==> src/rtl/tx_nt1_serializer.sv <==
// ---------------------------------------------------------------------------
// tx_nt1_serializer
// WIDTH:1 serializer for the TX path, clocked at the bit rate.
// Words arrive over valid/ready into a one-word holding buffer and are
// shifted out one bit per clock, LSB- or MSB-first. When no word is waiting
// at a word boundary the programmable IDLE_WORD is sent instead and the
// underflow is recorded.
//
// Ports
//   clk_b      bit-rate clock, rising edge
//   rst_n      async active-low reset
//   en         serializer enable
//   din        parallel word in
//   din_valid  din holds a word
//   din_ready  holding buffer can take din this cycle
//   dout       serial bit, straight from the shift register
//   frame      first bit of a loaded word is on dout
//   underflow  sticky: an idle word was substituted
//   uf_count   saturating count of idle substitutions
//   clr_uf     synchronous clear of underflow / uf_count
// ---------------------------------------------------------------------------
module tx_nt1_serializer #(
   parameter int               WIDTH     = 4,
   parameter bit               MSB_FIRST = 1'b0,
   parameter logic [WIDTH-1:0] IDLE_WORD = '0,
   parameter int               UFC_W     = 8
) (
   input  logic             clk_b,
   input  logic             rst_n,
   input  logic             en,
   input  logic [WIDTH-1:0] din,
   input  logic             din_valid,
   output logic             din_ready,
   output logic             dout,
   output logic             frame,
   output logic             underflow,
   output logic [UFC_W-1:0] uf_count,
   input  logic             clr_uf
);

   localparam int               CW       = $clog2(WIDTH);
   localparam logic [CW-1:0]    CNT_LAST = CW'(WIDTH - 1);
   localparam logic [UFC_W-1:0] UFC_MAX  = '1;

   logic [CW-1:0]    cnt;
   logic [WIDTH-1:0] shreg;
   logic [WIDTH-1:0] hold;
   logic             hold_full;
   logic             load;
   logic             accept;
   logic [WIDTH-1:0] shifted;

   // A word boundary happens on the last bit slot; while disabled the counter
   // parks there, so the first enabled edge is always a load.
   assign load      = en & (cnt == CNT_LAST);
   // The holding buffer frees up on a load edge, so a new word can be taken
   // in the very cycle the old one moves into the shift register.
   assign din_ready = ~hold_full | load;
   assign accept    = din_valid & din_ready;
   assign frame     = en & (cnt == '0);
   assign dout      = MSB_FIRST ? shreg[WIDTH-1] : shreg[0];

   // Shift toward the output position, zero fill behind.
   assign shifted = MSB_FIRST ? {shreg[WIDTH-2:0], 1'b0} : {1'b0, shreg[WIDTH-1:1]};

   // bit slot counter
   always_ff @(posedge clk_b or negedge rst_n) begin
      if (!rst_n)          cnt <= CNT_LAST;
      else if (!en)        cnt <= CNT_LAST;
      else if (cnt == CNT_LAST) cnt <= '0;
      else                 cnt <= cnt + CW'(1);
   end

   // shift register: load from hold (or idle) at the boundary, else shift
   always_ff @(posedge clk_b or negedge rst_n) begin
      if (!rst_n)       shreg <= IDLE_WORD;
      else if (load)    shreg <= hold_full ? hold : IDLE_WORD;
      else if (en)      shreg <= shifted;
   end

   // holding buffer; a same-cycle accept refills it after the load drains it
   always_ff @(posedge clk_b or negedge rst_n) begin
      if (!rst_n) begin
         hold      <= '0;
         hold_full <= 1'b0;
      end else if (accept) begin
         hold      <= din;
         hold_full <= 1'b1;
      end else if (load) begin
         hold_full <= 1'b0;
      end
   end

   // underflow accounting; clear has priority over a same-edge underflow
   always_ff @(posedge clk_b or negedge rst_n) begin
      if (!rst_n) begin
         underflow <= 1'b0;
         uf_count  <= '0;
      end else if (clr_uf) begin
         underflow <= 1'b0;
         uf_count  <= '0;
      end else if (load && !hold_full) begin
         underflow <= 1'b1;
         if (uf_count != UFC_MAX) uf_count <= uf_count + UFC_W'(1);
      end
   end

endmodule

==> config.mk <==
export PLATFORM = sky130hd
export DESIGN_NAME = tx_nt1_serializer
export DESIGN_NICKNAME = d
export VERILOG_FILES = /design/src/rtl/tx_nt1_serializer.sv
export SDC_FILE = /design/constraint.sdc
export NUM_CORES = 1
export LEC_CHECK = 0
export CAP_MARGIN = 20
export CORE_ASPECT_RATIO = 0.9
export CORE_MARGIN = 2
export CORE_UTILIZATION = 47
export CTS_BUF_LIST = sky130_fd_sc_hd__clkbuf_8
export DETAILED_ROUTE_END_ITERATION = 16
export PLACE_DENSITY = 0.76
export SYNTH_ARGS = -nofsm -noshare
export SYNTH_HDL_FRONTEND = slang
export SYNTH_SLANG_ARGS = --single-unit
==> constraint.sdc <==
create_clock -name clk_b -period 2 [get_ports clk_b]
set_clock_uncertainty 0.05 [all_clocks]
set_input_delay 0.5 -clock clk_b [delete_from_list [all_inputs] [get_ports clk_b]]
set_output_delay 0.5 -clock clk_b [all_outputs]
set_load 0.01 [all_outputs]
# Word-level counts from Yosys, hierarchy flattened
# Cells that the tools add are included.
[totals] register_bits=20 latch_bits=0 ramBits=0 mem_bits_ro=0 input_bits=9 output_inout_bits=12 word_cells=35 memories=0
[op_classes] addsub=2 mul=0 div_mod_pow=0 order_cmp=0 eq_ne=2 shift=0 mux=12 n_bitwise=5 n_reduce_logical=8
[ops] operator="two-way mux 8 bit" n=3
[ops] operator="two-way mux 4 bit" n=3
[ops] operator="adder 8 x 1 -> 8 bit (second input constant)" n=1
[ops] operator="inequality test 8 bit (second input constant)" n=1
[ops] operator="nonzero test 2 bit" n=4
[ops] operator="two-way mux 1 bit" n=4
[ops] operator="two-way mux 2 bit" n=2
[ops] operator="AND 1 bit" n=3
[ops] operator="adder 2 x 1 -> 2 bit (second input constant)" n=1
[ops] operator="equality test 2 bit (second input constant)" n=1
[ops] operator="logical NOT 2 bit" n=1
[ops] operator="AND reduction 2 bit" n=1
[ops] operator="logical AND 1 bit" n=1
[ops] operator="logical NOT 1 bit" n=1
[ops] operator="NOT 1 bit" n=1
[ops] operator="OR 1 bit" n=1

# Logic depth before layout (Yosys ltp)
# Gate-level depths: netlist of the first run.
[logic_depth] ltp_word=5 ltp_mapped=6 ltp_nobuf=5

# Worst setup path after synthesis of the first run
# No wires, ideal clock.
[synth_path] kind="flip-flop to flip-flop" start="reg cnt[0]" end="reg uf_count[5]" setup_ns=0.125 arrival_ns=1.556 t_required_ns=1.825 path_slack_ns=0.268 path_stages_with_launch=7 path_buffers=1 synth_period_minus_slack_ns=1.732 path_cell_list="dfstp_2 > ha_1 > and3b_1 > buf_6 > o21ai_4 > nor3_2 > mux2_4"
[synth_between] elab_chain_cells=5
[synth_rtl] item="start, declared" line="45" rtl="logic [CW-1:0] cnt;"
[synth_rtl] item="start signal, assigned" line="71" rtl="else cnt <= cnt + CW'(1);"
[synth_rtl] item="equality test 2 bit" line="55" rtl="assign load = en & (cnt == CNT_LAST);"
[synth_rtl] item="AND 1 bit" line="55"
[synth_rtl] item="logical AND 1 bit" line="102" rtl="end else if (load && !hold_full) begin"
[synth_rtl] item="nonzero test 2 bit (no line)"
[synth_rtl] item="AND reduction 2 bit (no line)"
[synth_rtl] item="end signal, assigned" line="104" rtl="if (uf_count != UFC_MAX) uf_count <= uf_count + UFC_W'(1);"
[synth_rtl] item="end, declared" line="37" rtl="output logic [UFC_W-1:0] uf_count,"
# No other way between the ends.
# A chain may end at the register's enable or synchronous reset.

# Final worst setup path of the first run
[layout_path] start="reg cnt[0]" end="out din_ready"
[layout_between] elab_chain_cells=3
[layout_rtl] item="equality test 2 bit" line="55"
[layout_rtl] item="AND 1 bit" line="55"
[layout_rtl] item="OR 1 bit" line="58" rtl="assign din_ready = ~hold_full | load;"
[layout_rtl] item="end, declared" line="33" rtl="output logic din_ready,"
# No other way between the ends.

==> metrics.md, run 1 <==
| Metric | Value |
|---|---|
| Run status | `completed` |
| Main synth FF type | `dfrtp_1` |
| Syn Area/Cell | `11.1 µm²` |
| Top post-synthesis cells by count | `18 x dfrtp_1, 11 x nor2_1, 7 x nand2_1, 5 x mux2_2, 5 x nand3_1` |
| H-tree levels | `1` |
| WS Path Type | `flop to output port` |
| Width of the die | `52.4 µm` |
| CTS root buffer | `clkbuf_8` |
| Pleak | `0.604 nW` |
| Port-buffer cells | `20` |
| Layout cells sized above 1 | `24.2%` |
| F_max | `518 MHz` |
| Initial drt markers | `3` |
| WP buf/inv | `1` |
| Most area-hungry cell type in the Yosys netlist | `dfrtp_1` |
| Vias | `741` |
| Finish-stage setup viols | `0` |
| Worst setup SP type | `flop` |
| Wirelength per Cell | `12.7 µm` |
| Reg clk slew, reported paths | `70 ps` |
| CP arrival | `1380 ps` |
| CP max-delay cell | `dfstp_2` |
| Setup Total Neg Slack | `0 ps` |
| CP peak stage delay | `530 ps` |
| CP Cell Sequence | `ha_1, nand2_1, nand2_2, clkdlybuf4s15_2` |
| Setup bufs post-CTS | `0` |
| GR Util met1 | `24.0%` |
| Mapped Nets | `101` |
| Area growth from synthesis to layout | `34.0%` |
| Initial Utilization | `50.8%` |
| Hold slack | `444 ps` |
| Power Dens Cells | `735 mW/mm²` |
| DP Worst Slack | `-321 ps` |
| Clk Latency, worst-skew pair | `250 ps` |
| DRC viols | `0` |
| # nets final | `133` |
| Top-count cell post-synth | `dfrtp_1` |
| Synthesized cell area | `991 µm²` |
| First-pass GRT wire length | `2950 µm` |
| Final worst setup slack | `69.3 ps` |
| Worst-margin pin slew | `414 ps` |
| RePlAce Congestion | `0.758` |
| Clock sink count | `20` |
| Max-Cap Viols | `0` |
| Final period util | `96.5%` |
| Top cells by area, synth | `dfrtp_1 45%, mux2_2 5.7%, dfstp_2 5.3%` |
| Rel. slew slack | `72.3%` |
| First-pass DRT Iterations | `4` |
| Post-DP HPWL | `1440 µm` |
| Core area | `0.00195 mm²` |
| Inserted Clock Buffers | `3` |
| Grt peak-use layer | `met2` |
| CTS tree | `done` |
| Worst Path Required | `1450 ps` |
| Worst min path class | `flop to flop` |
| Top-Level Pins | `21` |
| Die Y | `47.6 µm` |
| Share of the synthesized area in the top cell type | `45.5%` |
| Synthesized flop and latch total | `20` |
| RSZ-0062 raised after global routing | `false` |
| Detail Route Antenna Nets | `0` |
| Global routing usage on met2 | `26.0%` |
| Peak supply drop | `0.564 mV` |
| Asr flop ratio synth | `100%` |
| Number of global-route vias before repair | `677` |
| Adder-Cell Fraction of Synth Area | `3.79%` |
| GRT Residual Overflow | `0` |
| Largest net degree at the start of global routing | `13` |
| Crit path max fanout | `3` |
| Antenna violations before repair | `0` |
| WL final | `1850 µm` |
| Vias/cell | `5.11` |
| Number of synthesized flops with an enable pin | `0` |
| Simple-gate share of the synthesized area | `22.0%` |
| Slew Limit Fails | `0` |
| Seq/Total Area, Yosys | `50.8%` |
| Largest family of logic cells by synthesized area | `simple AND/OR/NAND/NOR gates` |
| Die ar. | `0.00249 mm²` |
| Total design power | `0.975 mW` |
| Synth Area in Compound Gates | `6.82%` |
| M3 GR Usage | `2.19%` |
| Crit path max-delay family | `flip-flops` |
| Yosys cell types | `31` |
| Hold violation count in the final report | `0` |
| Clock buffer depth | `2` |
| Multiplexer area fraction after synthesis | `10.2%` |
| Syn Inst Count | `89` |
| Yosys warning count | `0` |
| Tmin final | `1930 ps` |
| Row count | `15` |
| GRT Util Overall | `16.6%` |
| Worst setup EP type | `output port` |
| Number of inserted diodes | `0` |
| Synth Area in XOR/XNOR | `2.65%` |
## path summary, 6_finish.rpt
check                                 startpoint                 endpoint  slack, ps  depth (start not counted)
setup / recovery                cnt[0]$_DFF_PN1_                din_ready         70                          4
hold / removal             underflow$_DFFE_PN0P_    underflow$_DFFE_PN0P_        440                          2
setup reg to reg                cnt[0]$_DFF_PN1_  uf_count[5]$_DFFE_PN0P_        170                          6
hold reg to reg            underflow$_DFFE_PN0P_    underflow$_DFFE_PN0P_        440                          2
max in group asynchronous                  rst_n     shreg[0]$_DFFE_PN0P_        900                          2
min in group asynchronous                  rst_n  uf_count[4]$_DFFE_PN0P_        490                          1
## sequential cells by signal (all words and copies together), names as in the netlist
signal	count
underflow	1
hold_full	1
uf_count	8
cnt	2
shreg	4
hold	4
## worst register-to-register path, delay by kind of cell, from the launching register on
family	cells	cell delay [ps]
mux	1	310
simple gates	2	410
flops	1	530
fa+ha+maj	1	170
compound gates	1	90
buf+inv	1	150
## layout by cell type (no fill, tap or decap), types with 3 or more instances in the layout
master           count
dfrtp_1             18
clkdlybuf4s50_1     17
nor2_1              11
buf_4               10
nand2_1              6
nand3_1              5
mux2_2               5
inv_1                4
nand2b_1             4
clkbuf_8             4
mux2i_1              3
xor2_1               3
ha_1                 3
## what timing repair did
item	in CTS	in global routing
gates resized for setup	8	1
hold buffers	0	0
setup endpoints to repair	2	1
## report_power, final
group | leakage [nW] | internal [mW] | switching [mW]
registers | 0.253 | 0.463 | 0.0317
clock network | 0.0288 | 0.175 | 0.127
logic | 0.323 | 0.102 | 0.0773
## final cells by class
class	count	area, µm²
flip-flops and latches	20	503
clock buffers	4	55.1
well taps	25	31.3
multi-input cells	62	453
fillers	155	624
repair buffers	30	270
inverters	4	15.0
## per-layer routing
layer / wire (µm) / vias to the layer above
li1: - / 374
met3: 74 / 2
met4: 10 / 0
met5: 0 / -
met2: 856 / 16
met1: 906 / 349
## through the flow
stage | utilization [%] | std cells | cell area, µm²
floorplan | - | 89 | 991
global placement | 65.3 | 141 | 1270
detailed placement | 65.3 | 141 | 1270
CTS | 67.9 | 145 | 1330
global route | 68.0 | 145 | 1330
finish | 68.0 | 145 | 1330
## kinds of logic after synthesis
logic type | Yosys count
AND/OR/NAND/NOR | 38
flip-flops | 20
AO/OA/AOI/OAI | 9
multiplexers | 9
buffers and inverters | 7
XOR/XNOR | 3
adder cells (fa/ha/maj) | 3
No activity file was read; power rests on OpenSTA's default activity.
==> inputs of run 2 (changes only) <==
--- a/config.mk
+++ b/config.mk
@@ -12,6 +12,8 @@
 export CTS_BUF_LIST = sky130_fd_sc_hd__clkbuf_8
 export DETAILED_ROUTE_END_ITERATION = 16
 export PLACE_DENSITY = 0.76
+export RECOVER_POWER = 100
+export SLEW_MARGIN = 20
 export SYNTH_ARGS = -nofsm -noshare
 export SYNTH_HDL_FRONTEND = slang
 export SYNTH_SLANG_ARGS = --single-unit
==> constraint.sdc (replaced) <==
create_clock -name clk_b -period 2 [get_ports clk_b]
set_clock_uncertainty 0.05 [all_clocks]
set_input_delay 0.3 -clock clk_b [delete_from_list [all_inputs] [get_ports clk_b]]
set_output_delay 0.3 -clock clk_b [all_outputs]
set_load 0.01 [all_outputs]
==> run 2 against run 1 <==
Compared with the run above: sequential share of layout area increased by 2.0 points; flip-flop and latch count unchanged; first-iteration DRC count increased to 7.7 times the previous value; die area unchanged; register-to-register slack improved by 30 ps; wire length increased by 4.4%; combinational power decreased by 11%; clock power about the same; total power decreased by 2.0%; critical path type unchanged.
==> metrics.md, run 2 (same netlist as run 1, synthesis figures left out) <==
| Metric | Value |
|---|---|
| Run status | `completed (unchanged)` |
| Pleak | `0.597 nW (was 0.604 nW)` |
| DP Worst Slack | `2.67 ps (was -321 ps)` |
| GRT Util Overall | `18.1% (was 16.6%)` |
| Biggest register | `uf_count (unchanged)` |
| Clk Latency, worst-skew pair | `250 ps (about the same)` |
| CTS root buffer | `clkbuf_8 (unchanged)` |
| CTS tree | `done (unchanged)` |
| Top Registers | `uf_count x8, hold x4, shreg x4 (unchanged)` |
| RePlAce Congestion | `0.733 (was 0.758)` |
| Cell Area, Placed | `0.00124 mm² (was 0.00127 mm²)` |
| Wirelength per Cell | `13.7 µm (was 12.7 µm)` |
| Inserted Clock Buffers | `3 (unchanged)` |
| WL final | `1930 µm (was 1850 µm)` |
| Peak supply drop | `0.602 mV (was 0.564 mV)` |
| Port-buffer cells | `20 (unchanged)` |
| First-pass GRT wire length | `3170 µm (was 2950 µm)` |
| Total design power | `0.956 mW (was 0.975 mW)` |
| Reg2reg start | `cnt[0]$_DFF_PN1_ (unchanged)` |
| Reg clk slew, reported paths | `70 ps (about the same)` |
| Post-CTS resize count | `1 (was 8)` |
| Hold buffer count at cts | `0 (unchanged)` |
| Initial drt markers | `23 (was 3)` |
| Most frequent cells in the layout | `18 x dfrtp_1, 11 x nor2_1, 11 x dlygate4sd3_1 (was 18 x dfrtp_1, 17 x clkdlybuf4s50_1, 11 x nor2_1)` |
| Power Dens Cells | `758 mW/mm² (was 735 mW/mm²)` |
| Crit path from | `cnt[0]$_DFF_PN1_ (unchanged)` |
| Antenna violations before repair | `0 (unchanged)` |
| CP arrival | `1460 ps (was 1380 ps)` |
| Worst min path class | `primary input to async pin (was flop to flop)` |
| Layout cells sized above 1 | `12.1% (was 24.2%)` |
| Clock sink count | `20 (unchanged)` |
| GRT Residual Overflow | `0 (unchanged)` |
| Initial Utilization | `50.8% (unchanged)` |
| F_max | `554 MHz (was 518 MHz)` |
| Vias | `728 (was 741)` |
| WS Path Type | `flop to output port (unchanged)` |
| Worst Path Required | `1650 ps (was 1450 ps)` |
| Die ar. | `0.00249 mm² (unchanged)` |
| Number of global-route vias before repair | `655 (was 677)` |
| Slew Limit Fails | `0 (unchanged)` |
| Worst-margin pin slew | `626 ps (was 414 ps)` |
| Crit path max fanout | `3 (unchanged)` |
| Commonest non-fill, non-tap cell in the layout | `dfrtp_1 (unchanged)` |
| # nets final | `129 (was 133)` |
| Detail Route Antenna Nets | `0 (unchanged)` |
| Worst setup EP type | `output port (unchanged)` |
| Finish-stage setup viols | `0 (unchanged)` |
| Hold violation count in the final report | `0 (unchanged)` |
| Largest net degree at the start of global routing | `13 (unchanged)` |
| Largest register FFs | `8 (unchanged)` |
| Tmin final | `1810 ps (was 1930 ps)` |
| Fillcell total | `167 (was 155)` |
| Max-Cap Viols | `0 (unchanged)` |
| Top-Level Pins | `21 (unchanged)` |
| Vias/cell | `5.16 (was 5.11)` |
| Width of the die | `52.4 µm (unchanged)` |
| Final worst setup slack | `194 ps (was 69.3 ps)` |
| Final period util | `90.3% (was 96.5%)` |
| H-tree levels | `1 (unchanged)` |
| Core area | `0.00195 mm² (unchanged)` |
| Rel. slew slack | `58.3% (was 72.3%)` |
| Number of inserted diodes | `0 (unchanged)` |
| Fin area | `0.00126 mm² (was 0.00133 mm²)` |
| Post-DP HPWL | `1420 µm (was 1440 µm)` |
| Clock buffer depth | `2 (unchanged)` |
| Die Y | `47.6 µm (unchanged)` |
| Area growth from synthesis to layout | `27.3% (was 34.0%)` |
| Setup Total Neg Slack | `0 ps (unchanged)` |
| Row count | `15 (unchanged)` |
| DRC viols | `0 (unchanged)` |
| Area of the multi-input gates | `428 µm² (was 453 µm²)` |
| First-pass DRT Iterations | `4 (unchanged)` |
| Setup bufs post-CTS | `0 (unchanged)` |
| RSZ-0062 raised after global routing | `false (unchanged)` |
| FF+latch area | `503 µm² (unchanged)` |
| Worst setup SP type | `flop (unchanged)` |
run 2: power by group:
part	switching [mW]	internal, mW	leakage, nW
clock network	0.126	0.175	0.0288
registers	0.0333	0.462	0.252
logic	0.0730	0.0865	0.317
run 2: final timing paths:
path / slack (ps) / end / depth (start not counted)
setup / recovery: 190 / din_ready / 4
hold / removal: 350 / uf_count[4]$_DFFE_PN0P_ / 1
setup reg to reg: 200 / uf_count[5]$_DFFE_PN0P_ / 5
hold reg to reg: 450 / underflow$_DFFE_PN0P_ / 2
max in group asynchronous: 670 / hold[1]$_DFFE_PN0P_ / 2
min in group clk_b: 450 / underflow$_DFFE_PN0P_ / 2
run 2: area by class of cell:
type / count / area share [%]
Multi-Input combinational cell: 62 / 33.9
Tap cell: 25 / 2.48
Clock buffer: 4 / 4.37
Inverter: 4 / 1.19
Sequential cell: 20 / 39.9
Timing Repair Buffer: 26 / 18.2
run 2: critical path: stages, from the launching register on:
cell and delay, ps:
dfstp_1 540, ha_1 190, nand2_1 70, nand2_1 120, dlygate4sd2_1 280
run 2: through the flow:
stage | hold slack [ps] | instances | utilization, %
2_1_floorplan | -45.6 | 89 | -
3_3_place_gp | 426 | 137 | 63.8
3_5_place_dp | 441 | 137 | 63.8
4_1_cts | 298 | 141 | 66.5
5_1_grt | 377 | 141 | 64.6
6_report | 352 | 141 | 64.6
run 2: per-layer routing:
| metal | vias up | share of wire, % | track usage, % |
|---|---|---|---|
| li1 | 361 | - | - |
| met1 | 346 | 47 | 25.5 |
| met2 | 19 | 48 | 29.0 |
| met3 | 2 | 3.9 | 3.13 |
| met4 | 0 | 0.83 | 6.15 |
| met5 | - | 0 | 0 |
==> inputs of run 3 (changes only) <==
--- a/config.mk
+++ b/config.mk
@@ -6,7 +6,7 @@
 export NUM_CORES = 1
 export LEC_CHECK = 0
 export CAP_MARGIN = 20
-export CORE_ASPECT_RATIO = 0.9
+export CORE_ASPECT_RATIO = 1.4
 export CORE_MARGIN = 2
 export CORE_UTILIZATION = 47
 export CTS_BUF_LIST = sky130_fd_sc_hd__clkbuf_8
==> constraint.sdc (replaced) <==
create_clock -name clk_b -period 2.1 [get_ports clk_b]
set_clock_uncertainty 0.05 [all_clocks]
set_input_delay 0.315 -clock clk_b [delete_from_list [all_inputs] [get_ports clk_b]]
set_output_delay 0.315 -clock clk_b [all_outputs]
set_load 0.01 [all_outputs]
==> run 3 against run 2 <==
Compared with the run above: clock power up 26%; flip-flop and latch count unchanged; non-clock buffer count down 2; critical path depth unchanged; final area down 1.1%; critical path type unchanged; largest cell class unchanged; highest routed layer unchanged.
==> metrics.md, run 3 (same netlist as run 1, synthesis figures left out) <==
| Metric | Value |
|---|---|
| Hold violation count in the final report | `0 (unchanged)` |
| Total design power | `0.997 mW (was 0.956 mW)` |
| Crit path from | `cnt[0]$_DFF_PN1_ (unchanged)` |
| Reg2reg start | `cnt[0]$_DFF_PN1_ (unchanged)` |
| Top-Level Pins | `21 (unchanged)` |
| Clock buffer depth | `2 (unchanged)` |
| Fillcell total | `166 (was 167)` |
| Post-DP HPWL | `1410 µm (was 1420 µm)` |
| CTS root buffer | `clkbuf_8 (unchanged)` |
| Biggest register | `uf_count (unchanged)` |
| Wirelength per Cell | `13.6 µm (was 13.7 µm)` |
| Core area | `0.00197 mm² (was 0.00195 mm²)` |
| Area growth from synthesis to layout | `25.9% (was 27.3%)` |
| Row count | `19 (was 15)` |
| Finish-stage setup viols | `0 (unchanged)` |
| Largest net degree at the start of global routing | `13 (unchanged)` |
| Fin util | `63.2% (was 64.6%)` |
| Most frequent cells in the layout | `18 x dfrtp_1, 11 x nor2_1, 11 x dlygate4sd3_1 (unchanged)` |
| Initial drt markers | `10 (was 23)` |
| Worst-margin pin slew | `552 ps (was 626 ps)` |
| F_max | `500 MHz` |
| Clock sink count | `20 (unchanged)` |
| Rel. slew slack | `63.1% (was 58.3%)` |
| Number of global-route vias before repair | `738 (was 655)` |
| GRT Residual Overflow | `0 (unchanged)` |
| Worst setup EP type | `output port (unchanged)` |
| Max-Cap Viols | `0 (unchanged)` |
| Reg clk slew, reported paths | `80 ps (was 70 ps)` |
| Initial Utilization | `50.2% (was 50.8%)` |
| WS Path Type | `flop to output port (unchanged)` |
| Hold slack | `432 ps (was 352 ps)` |
| Number of inserted diodes | `0 (unchanged)` |
| Clk Latency, worst-skew pair | `250 ps (about the same)` |
| Vias | `730 (was 728)` |
| Largest register FFs | `8 (unchanged)` |
| Hold buffer count at cts | `0 (unchanged)` |
| DR WL met2 | `982 µm (was 927 µm)` |
| First-pass GRT wire length | `3150 µm (was 3170 µm)` |
| Commonest non-fill, non-tap cell in the layout | `dfrtp_1 (unchanged)` |
| # nets final | `127 (was 129)` |
| DRC viols | `0 (unchanged)` |
| CP arrival | `1630 ps (was 1460 ps)` |
| DR top layer | `met4 (unchanged)` |
| RePlAce Congestion | `0.804 (was 0.733)` |
| Final period util | `95.2%` |
| H-tree levels | `1 (unchanged)` |
| Layout cells sized above 1 | `12.3% (was 12.1%)` |
| Crit path max fanout | `3 (unchanged)` |
| Slew Limit Fails | `0 (unchanged)` |
| RSZ-0062 raised after global routing | `false (unchanged)` |
| Worst min path class | `primary input to async pin (unchanged)` |
| Run status | `completed (unchanged)` |
| Width of the die | `42.8 µm (was 52.4 µm)` |
| CTS tree | `done (unchanged)` |
| First-pass DRT Iterations | `4 (unchanged)` |
| GRT Util Overall | `16.7% (was 18.1%)` |
| Finished Layout Cells | `135 (was 141)` |
| Port-buffer cells | `20 (unchanged)` |
| Antenna violations before repair | `0 (unchanged)` |
| Metal3 WL | `73 µm (was 76 µm)` |
| Post-Place Cells | `131 (was 137)` |
| Setup bufs post-CTS | `0 (unchanged)` |
| Inserted Clock Buffers | `3 (unchanged)` |
| Pleak | `0.581 nW (was 0.597 nW)` |
| Detail Route Antenna Nets | `0 (unchanged)` |
| Die ar. | `0.00250 mm² (was 0.00249 mm²)` |
| Die Y | `58.3 µm (was 47.6 µm)` |
| WL final | `1830 µm (was 1930 µm)` |
| Met1 Wirelength | `764 µm (was 909 µm)` |
| Tmin final | `2000 ps` |
| Vias/cell | `5.41 (was 5.16)` |
| Power Dens Cells | `800 mW/mm² (was 758 mW/mm²)` |
| Setup Total Neg Slack | `0 ps (unchanged)` |
| Worst Path Required | `1740 ps (was 1650 ps)` |
| Peak supply drop | `0.687 mV (was 0.602 mV)` |
| Worst setup SP type | `flop (unchanged)` |
| Top Registers | `uf_count x8, hold x4, shreg x4 (unchanged)` |
## run 3: metal layers
metal / up-vias / track usage (%)
li1: 357 / -
met1: 351 / 19.6
met2: 20 / 29.9
met3: 2 / 2.76
met4: 0 / 6.70
met5: - / 0
## run 3: power breakdown
part | internal (mW) | switching, mW
registers | 0.441 | 0.0298
logic | 0.0809 | 0.0671
clock network | 0.254 | 0.125
## run 3: path summary, 6_finish.rpt
| kind | end | slack, ps | cells after the start |
|---|---|---|---|
| max in group asynchronous | underflow$_DFFE_PN0P_ | 790 | 2 |
| worst max register to register | uf_count[5]$_DFFE_PN0P_ | 160 | 5 |
| worst max-delay path | frame | 100 | 4 |
| worst min register to register | hold[0]$_DFFE_PN0P_ | 460 | 1 |
| min in group clk_b | hold[0]$_DFFE_PN0P_ | 460 | 1 |
| worst min-delay path | uf_count[0]$_DFFE_PN0P_ | 430 | 1 |
## run 3: layout make-up
cell class	instances	area (µm²)	share of cell area (%)
inverter	4	15.0	1.20
clock inverter	1	30.0	2.41
sequential	20	503	40.3
tap	21	26.3	2.11
timing repair buffer	24	218	17.5
clock buffer	3	41.3	3.31
multi-input combinational	62	414	33.2
## run 3: critical path, stage by stage, from the launching register on
cell	delay [ps]
dfstp_2	550
inv_1	40
ha_1	180
and2_0	140
clkdlybuf4s50_1	470
## run 3: repair_timing
item                                    CTS  global route
endpoints found under the hold margin     0             0
gates resized for setup                   1             0
endpoints found under the setup margin    1             0
## run 3: metrics by stage
step,worst slack (ps),instance area (µm²)
floorplan,368,991
global placement,158,1220
detailed placement,151,1220
CTS,92.2,1290
global route,27.6,1250
finish,101,1250
